## src/rtl/cp0_pkg.sv

```systemverilog
// Shared CP0 definitions: register numbers, field positions, exception codes.
// Pure constants and helpers; no timing or flow-control content.
// Imported by cp0 and cp0_timer.
package cp0_pkg;

    localparam logic [4:0] REG_COUNT   = 5'd9;
    localparam logic [4:0] REG_COMPARE = 5'd11;
    localparam logic [4:0] REG_SR      = 5'd12;
    localparam logic [4:0] REG_CAUSE   = 5'd13;
    localparam logic [4:0] REG_EPC     = 5'd14;
    localparam logic [4:0] REG_PRID    = 5'd15;

    localparam int SR_IE        = 0;
    localparam int SR_EXL       = 1;
    localparam int SR_IM_LO     = 10;
    localparam int CAUSE_EXC_LO = 2;
    localparam int CAUSE_IP_LO  = 10;
    localparam int CAUSE_BD     = 31;

    localparam logic [4:0] EXC_INT  = 5'd0;
    localparam logic [4:0] EXC_ADEL = 5'd4;
    localparam logic [4:0] EXC_ADES = 5'd5;
    localparam logic [4:0] EXC_RI   = 5'd10;
    localparam logic [4:0] EXC_OV   = 5'd12;

    localparam logic [31:0] EXC_VECTOR = 32'h0000_4180;

    function automatic logic [31:0] align_word(input logic [31:0] a);
        return {a[31:2], 2'b00};
    endfunction

endpackage

```

## src/rtl/cp0_timer.sv

```systemverilog
// Count/Compare timer with a sticky match flag feeding interrupt line 5.
// Latency: all updates one edge after the cause; no backpressure (free-running).
// Only instantiated when CP0_COUNT_EN is defined.
module cp0_timer
    import cp0_pkg::*;
(
    input  logic        clk,
    input  logic        reset,
    input  logic        wr_en,
    input  logic [4:0]  addr,
    input  logic [31:0] wdata,
    output logic [31:0] count,
    output logic [31:0] compare,
    output logic        timer_pend
);

    always_ff @(posedge clk or posedge reset) begin
        if (reset) begin
            count      <= '0;
            compare    <= '0;
            timer_pend <= 1'b0;
        end else begin
            if (wr_en && addr == REG_COUNT)
                count <= wdata;
            else
                count <= count + 32'd1;

            // A Compare write acknowledges the timer, even on a matching cycle.
            if (wr_en && addr == REG_COMPARE) begin
                compare    <= wdata;
                timer_pend <= 1'b0;
            end else if (count == compare && compare != 32'd0) begin
                timer_pend <= 1'b1;
            end
        end
    end

endmodule

```

## src/rtl/cp0.sv

```systemverilog
// Coprocessor-0 exception/interrupt controller; optional Count/Compare timer via CP0_COUNT_EN.
// Latency: req and rdata combinational; SR/Cause/EPC update on the next edge.
// Backpressure: none; a taken exception overrides any same-cycle mtc0.
module cp0
    import cp0_pkg::*;
#(
    parameter logic [31:0] PRID      = 32'h2021_0001,
    parameter int          EXCCODE_W = 5
)(
    input  logic                 clk,
    input  logic                 reset,
    input  logic                 we,
    input  logic [4:0]           addr,
    input  logic [31:0]          wdata,
    output logic [31:0]          rdata,
    input  logic [31:0]          pc_in,
    input  logic                 bd_in,
    input  logic [EXCCODE_W-1:0] exccode_in,
    input  logic [5:0]           hwint,
    input  logic                 eret,
    output logic                 req,
    output logic [31:0]          epc_out,
    output logic                 exl_out
);

    logic [5:0]           sr_im;
    logic                 sr_exl;
    logic                 sr_ie;
    logic                 cause_bd;
    logic [5:0]           cause_ip;
    logic [EXCCODE_W-1:0] cause_exc;
    logic [31:0]          epc;
    logic [5:0]           ip_next;
    logic                 int_req;
    logic                 exc_req;
    logic                 wr_ok;

    assign int_req = (|(cause_ip & sr_im)) & sr_ie & ~sr_exl;
    assign exc_req = (exccode_in != '0) & ~sr_exl;
    assign req     = int_req | exc_req;
    assign wr_ok   = we & ~req;
    assign epc_out = epc;
    assign exl_out = sr_exl;

`ifdef CP0_COUNT_EN
    logic [31:0] count;
    logic [31:0] compare;
    logic        timer_pend;

    cp0_timer u_timer (
        .clk        (clk),
        .reset      (reset),
        .wr_en      (wr_ok),
        .addr       (addr),
        .wdata      (wdata),
        .count      (count),
        .compare    (compare),
        .timer_pend (timer_pend)
    );

    assign ip_next = {hwint[5] | timer_pend, hwint[4:0]};
`else
    assign ip_next = hwint;
`endif

    always_ff @(posedge clk or posedge reset) begin
        if (reset) begin
            sr_im     <= '0;
            sr_exl    <= 1'b0;
            sr_ie     <= 1'b0;
            cause_bd  <= 1'b0;
            cause_ip  <= '0;
            cause_exc <= '0;
            epc       <= '0;
        end else begin
            cause_ip <= ip_next;
            if (req) begin
                sr_exl    <= 1'b1;
                cause_exc <= int_req ? EXC_INT[EXCCODE_W-1:0] : exccode_in;
                cause_bd  <= bd_in;
                epc       <= align_word(bd_in ? pc_in - 32'd4 : pc_in);
            end else begin
                // eret's EXL clear beats an mtc0 that writes EXL in the same cycle.
                if (wr_ok && addr == REG_SR) begin
                    sr_im  <= wdata[SR_IM_LO +: 6];
                    sr_ie  <= wdata[SR_IE];
                    sr_exl <= wdata[SR_EXL] & ~eret;
                end else if (eret) begin
                    sr_exl <= 1'b0;
                end
                if (wr_ok && addr == REG_EPC)
                    epc <= align_word(wdata);
            end
        end
    end

    always_comb begin
        rdata = '0;
        case (addr)
            REG_SR: begin
                rdata[SR_IM_LO +: 6] = sr_im;
                rdata[SR_EXL]        = sr_exl;
                rdata[SR_IE]         = sr_ie;
            end
            REG_CAUSE: begin
                rdata[CAUSE_BD]                 = cause_bd;
                rdata[CAUSE_IP_LO +: 6]         = cause_ip;
                rdata[CAUSE_EXC_LO +: EXCCODE_W] = cause_exc;
            end
            REG_EPC:     rdata = epc;
            REG_PRID:    rdata = PRID;
`ifdef CP0_COUNT_EN
            REG_COUNT:   rdata = count;
            REG_COMPARE: rdata = compare;
`endif
            default:     rdata = '0;
        endcase
    end

endmodule
```

## config.mk

```make
export PLATFORM = sky130hd
export DESIGN_NAME = cp0
export DESIGN_NICKNAME = d
export VERILOG_FILES = /design/src/rtl/cp0_pkg.sv /design/src/rtl/cp0_timer.sv /design/src/rtl/cp0.sv
export SDC_FILE = /design/constraint.sdc
export NUM_CORES = 1
export LEC_CHECK = 0
export BUFFER_PORTS_ARGS = -buffer_cell sky130_fd_sc_hd__buf_2
export CAP_MARGIN = 25
export CORE_MARGIN = 2
export CORE_UTILIZATION = 50
export DETAILED_ROUTE_END_ITERATION = 16
export GPL_ROUTABILITY_DRIVEN = 0
export PLACE_DENSITY = 0.84
export RECOVER_POWER = 100
export SLEW_MARGIN = 40
export SYNTH_ARGS = -nofsm -noshare
export SYNTH_HDL_FRONTEND = slang
export SYNTH_SLANG_ARGS = --single-unit
```

## constraint.sdc

```tcl
create_clock -name clk -period 4.02 [get_ports clk]
set_input_delay 1.005 -clock clk [delete_from_list [all_inputs] [get_ports clk]]
set_output_delay 1.005 -clock clk [all_outputs]
set_load 0.02 [all_outputs]
```

[Word-level counts from Yosys, hierarchy flattened]
Cells that the tools add are included.
Storage, ports and cells
  register bits after elaboration: 52
  input bits: 85
  output and inout port bits: 66
  word-level logic and storage cells: 42
Operators by class
  $add $sub $neg: 1
  equality and inequality tests: 4
  mux-type cells: 13
  bitwise logic cells: 10
  reduce and logical (&&, ||, !) cells: 7
Operators by type and width (count)
  32-bit 2-to-1 mux: 3
  32-bit by 3-bit subtractor with 32-bit output, second input constant: 1
  15-bit case mux with 2 select lines: 1
  5-bit by 4-bit equality test with 1-bit output, second input constant: 4
  6-bit case mux with 3 select lines: 1
  5-bit case mux with 2 select lines: 1
  6-bit bitwise AND: 1
  2-bit case mux with 3 select lines: 1
  6-bit OR reduction: 1
  1-bit bitwise AND: 5
  5-bit 2-to-1 mux: 1
  5-bit nonzero test: 1
  1-bit 2-to-1 mux: 3
  3-bit 2-to-1 mux: 1
  1-bit NOT: 3
  3-bit nonzero test: 1
  1-bit logical AND: 2
  1-bit case mux with 2 select lines: 1
  2-bit AND reduction: 1
  2-bit nonzero test: 1
  1-bit OR: 1

[Longest topological paths before layout]
  depth in word-level cells: 10
  depth in mapped cells: 7
  depth with buffers taken out: 6

[Worst setup path after synthesis]
Ideal clock, no wire load.
  path type: input port to output port
  from: in exccode_in[1]
  to: out req
  arrival time: 2.395 ns
  data required time: 3.015 ns
  setup slack: 0.620 ns
  cell stages on the path: 6
  buffers on the path: 2
  cell sequence: or4_1 > o21ba_2 > clkbuf_8 > nor2_4 > clkinv_1 > buf_2
On the way
  longest elaborated chain between the ends: 3
RTL lines
  start, declared: line cp0.sv:18  | input logic [EXCCODE_W-1:0] exccode_in,
  5-bit nonzero test: line cp0.sv:39  | assign exc_req = (exccode_in != '0) & ~sr_exl;
  1-bit bitwise AND: line cp0.sv:39
  1-bit OR: line cp0.sv:40  | assign req = int_req | exc_req;
  end, declared: line cp0.sv:21  | output logic req,
No other way between the ends.

[Worst setup path after layout]
  from: in addr[2]
  to: out rdata[1]
On the way
  longest elaborated chain between the ends: 2
  elaborated cells on any way between the ends: 4
  those cells by class: 3 x eq/ne; 1 x mux
RTL lines
  start, declared: line cp0.sv:13  | input logic [4:0] addr,
  5-bit by 4-bit equality test with 1-bit output: line cp0.sv:99  | case (addr)
  2-bit case mux with 3 select lines (*): line cp0.sv:99
  end, declared: line cp0.sv:15  | output logic [31:0] rdata,
Mark *: on every way between the ends. The rest lies on a longest branch, timed or not.

==> results.env <==
STATUS='complete, but fails checks'
VIOLATIONS='max-capacitance violations, max-slew violations'
WORST_SETUP_HOLD_PATH_CLK_SLEW_PS=100
POWER.CLOCK.FRACTION=0.132
CRITICAL_PATH_CLASS='in2out'
MAXCLOCKFREQUENCY_MHz=275
SYNTH_CELL_TYPE_COUNT=50
TIMING.CRITICAL_PATH.TO_TYPE='output port'
DETAIL_ROUTE.ITER0.VIOLATIONS=261
SWITCHING_SHARE=0.454
PD_CELLS_mW_PER_MM2=534
DRV.MAX_CAP_VIOLATION_COUNT=2
DRC=0
POST_CTS_RESIZE_COUNT=0
NUM-FILL-CELLS=588
DIE_WIDTH_UM=87.0
NETSWITCHINGPOWER_mW=1.02
CP_SLOWEST_STAGE_DELAY_PS=510
SYNTH_LARGEST_AREA_CELL='sky130_fd_sc_hd__dfrtp_1'
TIMING.RR.END='sr_im[0]'
HPWLAFTERDP_MM=7.95
MAX-SLEW-MARGIN-REL=-0.469
FINALSETUPVIOLATIONS=0
YS.FLOP_TYPE='sky130_fd_sc_hd__dfrtp_1'
GRT_OVERFLOW=0
CRITPATHLAUNCH='addr[2]'
SYNTHESIS.AREA_SQ_MM=0.00344
CP_DATA_ARRIVAL_TIME_PS=2630
CTS.PATH.MAX_BUFFERS=2
LAYOUT_WORST_PATH_CYCLE_SHARE=0.905
CLOCK_TREE.ROOT_CELL='sky130_fd_sc_hd__clkbuf_8'
INITIAL_UTILIZATION=0.512
SYNTHESIS.YOSYS.WARNINGS=0
REQUIRED_PS=3010
IO_BUFFER_COUNT=146
MULTIINPUTGATEAREA_SQ_MM=0.00201
POWER.INTERNAL_mW=1.23
COMB_POWER_SHARE=0.467
WORST_MIN_DELAY_PATH_CATEGORY='reg2reg'
DRT-WIRELENGTH-PER-CELL_UM=17.8
SEQ_AREA_FRAC_SYNTH=0.364
CTS.HOLD.BUFFERS_ADDED=0
CP_MAX_FO=17
POST_SYNTH_MAIN_AREA_CONTRIBUTORS='sky130_fd_sc_hd__dfrtp_1, sky130_fd_sc_hd__mux2i_1, sky130_fd_sc_hd__and3_1'
SYN_AVG_CELL_AREA_SQ_UM=9.32
TOP_CELL_TYPES_BY_OCCURRENCE_AFTER_SYNTHESIS='sky130_fd_sc_hd__dfrtp_1, sky130_fd_sc_hd__mux2i_1, sky130_fd_sc_hd__and3_1'
IOPINCOUNT=151
FINALHOLDVIOLCOUNT=0
DRIVE_ABOVE_1_SHARE=0.250
POSTCTSSETUPREPAIRBUFS=0
SEQ_AREA_SQ_MM=0.00125
WORST_SLEW_PIN_SLEW_PS=2190
AREA.GROWTH.SYNTH_TO_FINAL_PCT=22.3
YS_FF_LATCH=50
R2R.WORST_PATH.CELLS=4
CLKSINKCOUNT=50
START_KIND='primary input'
POWER.IR.VDD_WORST_V=0.000216
ANTENNA_FOUND_INITIAL=0
FINALMAXSLEWVIOLATIONS=52
FINAL.HOLD.WORST_SLACK_PS=492
NETS_FINAL=590
TNS_SETUP_PS=0
GLOBALROUTETOTALUTIL=0.267
FP.DIEAREA_SQ_MM=0.00756
WORST_REG_TO_REG_SETUP_SLACK_PS=1160
R2R-START='cause_ip[4]'
DR.PASS1.ITERS=7
CTS_TREE='yes'
MIN_PERIOD_PS=3640
CORE_SQ_MM=0.00672
VIA_PER_INST=6.08
PATH_CELLS='buf_2, nand3b_1, clkbuf_1, inv_1, and3_1, buf_2'
WORST_PATH_MOST_REPEATED_CELL='sky130_fd_sc_hd__buf_2'
SYN_INST=369
GRT_FIRST_PASS_WIRELENGTH_MM=16.0
CLKLATENCYLATEPIN_PS=310
WORST_PATH_MAX_DELAY_CELL='sky130_fd_sc_hd__clkbuf_1'
WORST_SETUP_PATH_ENDPOINT='rdata[1]'
SYNTH-EDFF-COUNT=0
SEQ_POWER_SHARE=0.401
GRT_PASS1_VIAS=3272
VIA_COUNT=3559
GRT_SETUP_UNREPAIRED='false'
PROPORTION_OF_NETLIST_AREA_HELD_BY_THE_LARGEST_AREA_CONTRIBUTOR=0.364
POSTSYNTH.ASYNCRESETSHARE=1.00
P_LEAK_nW=1.87
CTSHTREEMAXLEVEL=2
MOST_USED_STANDARD_CELL_BY_INSTANCE_COUNT_AFTER_SYNTHESIS='sky130_fd_sc_hd__dfrtp_1'
DIE_H_UM=87.0
INSERTEDDIODECOUNT=0
GRT_START_MAX_NET_PINS=51
ROUTE.FINAL.WIRE_LENGTH_MM=10.4
WORST_HOLD_PATH.NUM_CELLS=1
ANTENNA_VIOLATING_NETS_POST_ROUTE=0
CTS_INSERTED_BUFFERS=5
FP-ROW-COUNT=30
FINALCLOCKSKEW_PS=10.3
## per-layer routing
metal / vias to the layer above / global-route usage / share of wire
met3: 37 / 0.0408 / 0.074
met1: 1679 / 0.352 / 0.41
li1: 1665 / - / -
met2: 178 / 0.437 / 0.47
met5: - / 0 / 0
met4: 0 / 0.111 / 0.040
## area by class of cell
cell class / count / share of cell area
Clock inverter: 3 / 0.00506
Clock buffer: 5 / 0.0164
Tap cell: 80 / 0.0238
Multi-Input combinational cell: 284 / 0.477
Inverter: 6 / 0.00565
Timing Repair Buffer: 157 / 0.175
Sequential cell: 50 / 0.297
## through the flow
step	util	power (mW)	setup slack (ps)	instances	instance area, sq um
2_1_floorplan	-	1.59	620	370	3440
3_3_place_gp	0.626	1.95	571	576	4200
3_5_place_dp	0.626	1.99	564	576	4210
4_1_cts	0.639	2.28	567	584	4300
5_1_grt	0.626	2.38	239	585	4210
6_report	0.626	2.25	383	585	4210
## kinds of logic (layout without fill, tap and decap cells)
kind of cell    count (synthesis)  after routing  share of synthesized area
simple gates                  150            150                      0.267
compound gates                 75             75                      0.154
flops                          50             50                      0.364
mux                            43             43                      0.128
buf+inv                        36            171                     0.0502
xor+xnor                       13             13                     0.0331
fa+ha+maj                       1              1                    0.00364
other cells                     1              2                    0.00109
## cell usage in the layout (no fill, tap or decap), types with 4 or more instances in the layout
| cell | netlist | routed |
|---|---|---|
| sky130_fd_sc_hd__buf_2 | 5 | 90 |
| sky130_fd_sc_hd__clkbuf_1 | 19 | 60 |
| sky130_fd_sc_hd__dfrtp_1 | 50 | 50 |
| sky130_fd_sc_hd__mux2i_1 | 35 | 35 |
| sky130_fd_sc_hd__and3_1 | 32 | 32 |
| sky130_fd_sc_hd__nor2_1 | 30 | 30 |
| sky130_fd_sc_hd__nor4_1 | 18 | 18 |
| sky130_fd_sc_hd__a31oi_1 | 17 | 17 |
| sky130_fd_sc_hd__a21boi_0 | 16 | 16 |
| sky130_fd_sc_hd__or4_1 | 12 | 12 |
| sky130_fd_sc_hd__nand2_1 | 11 | 11 |
| sky130_fd_sc_hd__o31ai_1 | 11 | 11 |
| sky130_fd_sc_hd__xor2_1 | 10 | 10 |
| sky130_fd_sc_hd__a22oi_1 | 9 | 9 |
| sky130_fd_sc_hd__or3_1 | 8 | 8 |
| sky130_fd_sc_hd__mux2_2 | 8 | 7 |
| sky130_fd_sc_hd__a21oi_1 | 7 | 7 |
| sky130_fd_sc_hd__o21ai_0 | 6 | 6 |
| sky130_fd_sc_hd__buf_4 | 3 | 6 |
| sky130_fd_sc_hd__nor3b_1 | 5 | 5 |
| sky130_fd_sc_hd__a21o_1 | 5 | 5 |
| sky130_fd_sc_hd__clkbuf_8 | 2 | 5 |
| sky130_fd_sc_hd__inv_1 | 5 | 4 |
| sky130_fd_sc_hd__nand3_1 | 4 | 4 |
| sky130_fd_sc_hd__nand4_1 | 4 | 4 |
## power by group through the flow
stage | clock, mW | combinational (mW) | sequential [mW]
after floorplan | 0 | 0.558 | 1.04
after global placement | 0 | 1.06 | 0.886
after detailed placement | 0 | 1.09 | 0.900
after CTS | 0.298 | 1.09 | 0.890
after global routing | 0.320 | 1.13 | 0.923
final | 0.297 | 1.05 | 0.901
## critical path: cells and delay by family
kind          cells  cell delay, ps
simple gates      2             400
buf+inv           4            1220
## flip-flops by register name (all words and copies together), names as in the netlist
signal,count
cause_exc,5
epc_out,30
sr_im,6
cause_ip,6
exl_out,1
sr_ie,1
cause_bd,1
## worst min path at each step
stage,startpoint,endpoint,slack [ps]
6_report,cause_exc[0],cause_exc[0],490
3_3_place_gp,cause_exc[0],cause_exc[0],460
3_5_place_dp,cause_exc[0],cause_exc[0],470
4_1_cts,cause_exc[0],cause_exc[0],490
2_1_floorplan,cause_exc[0],cause_exc[0],450
5_1_grt,cause_exc[0],cause_exc[0],510
Power figures use the tool's default switching activity.
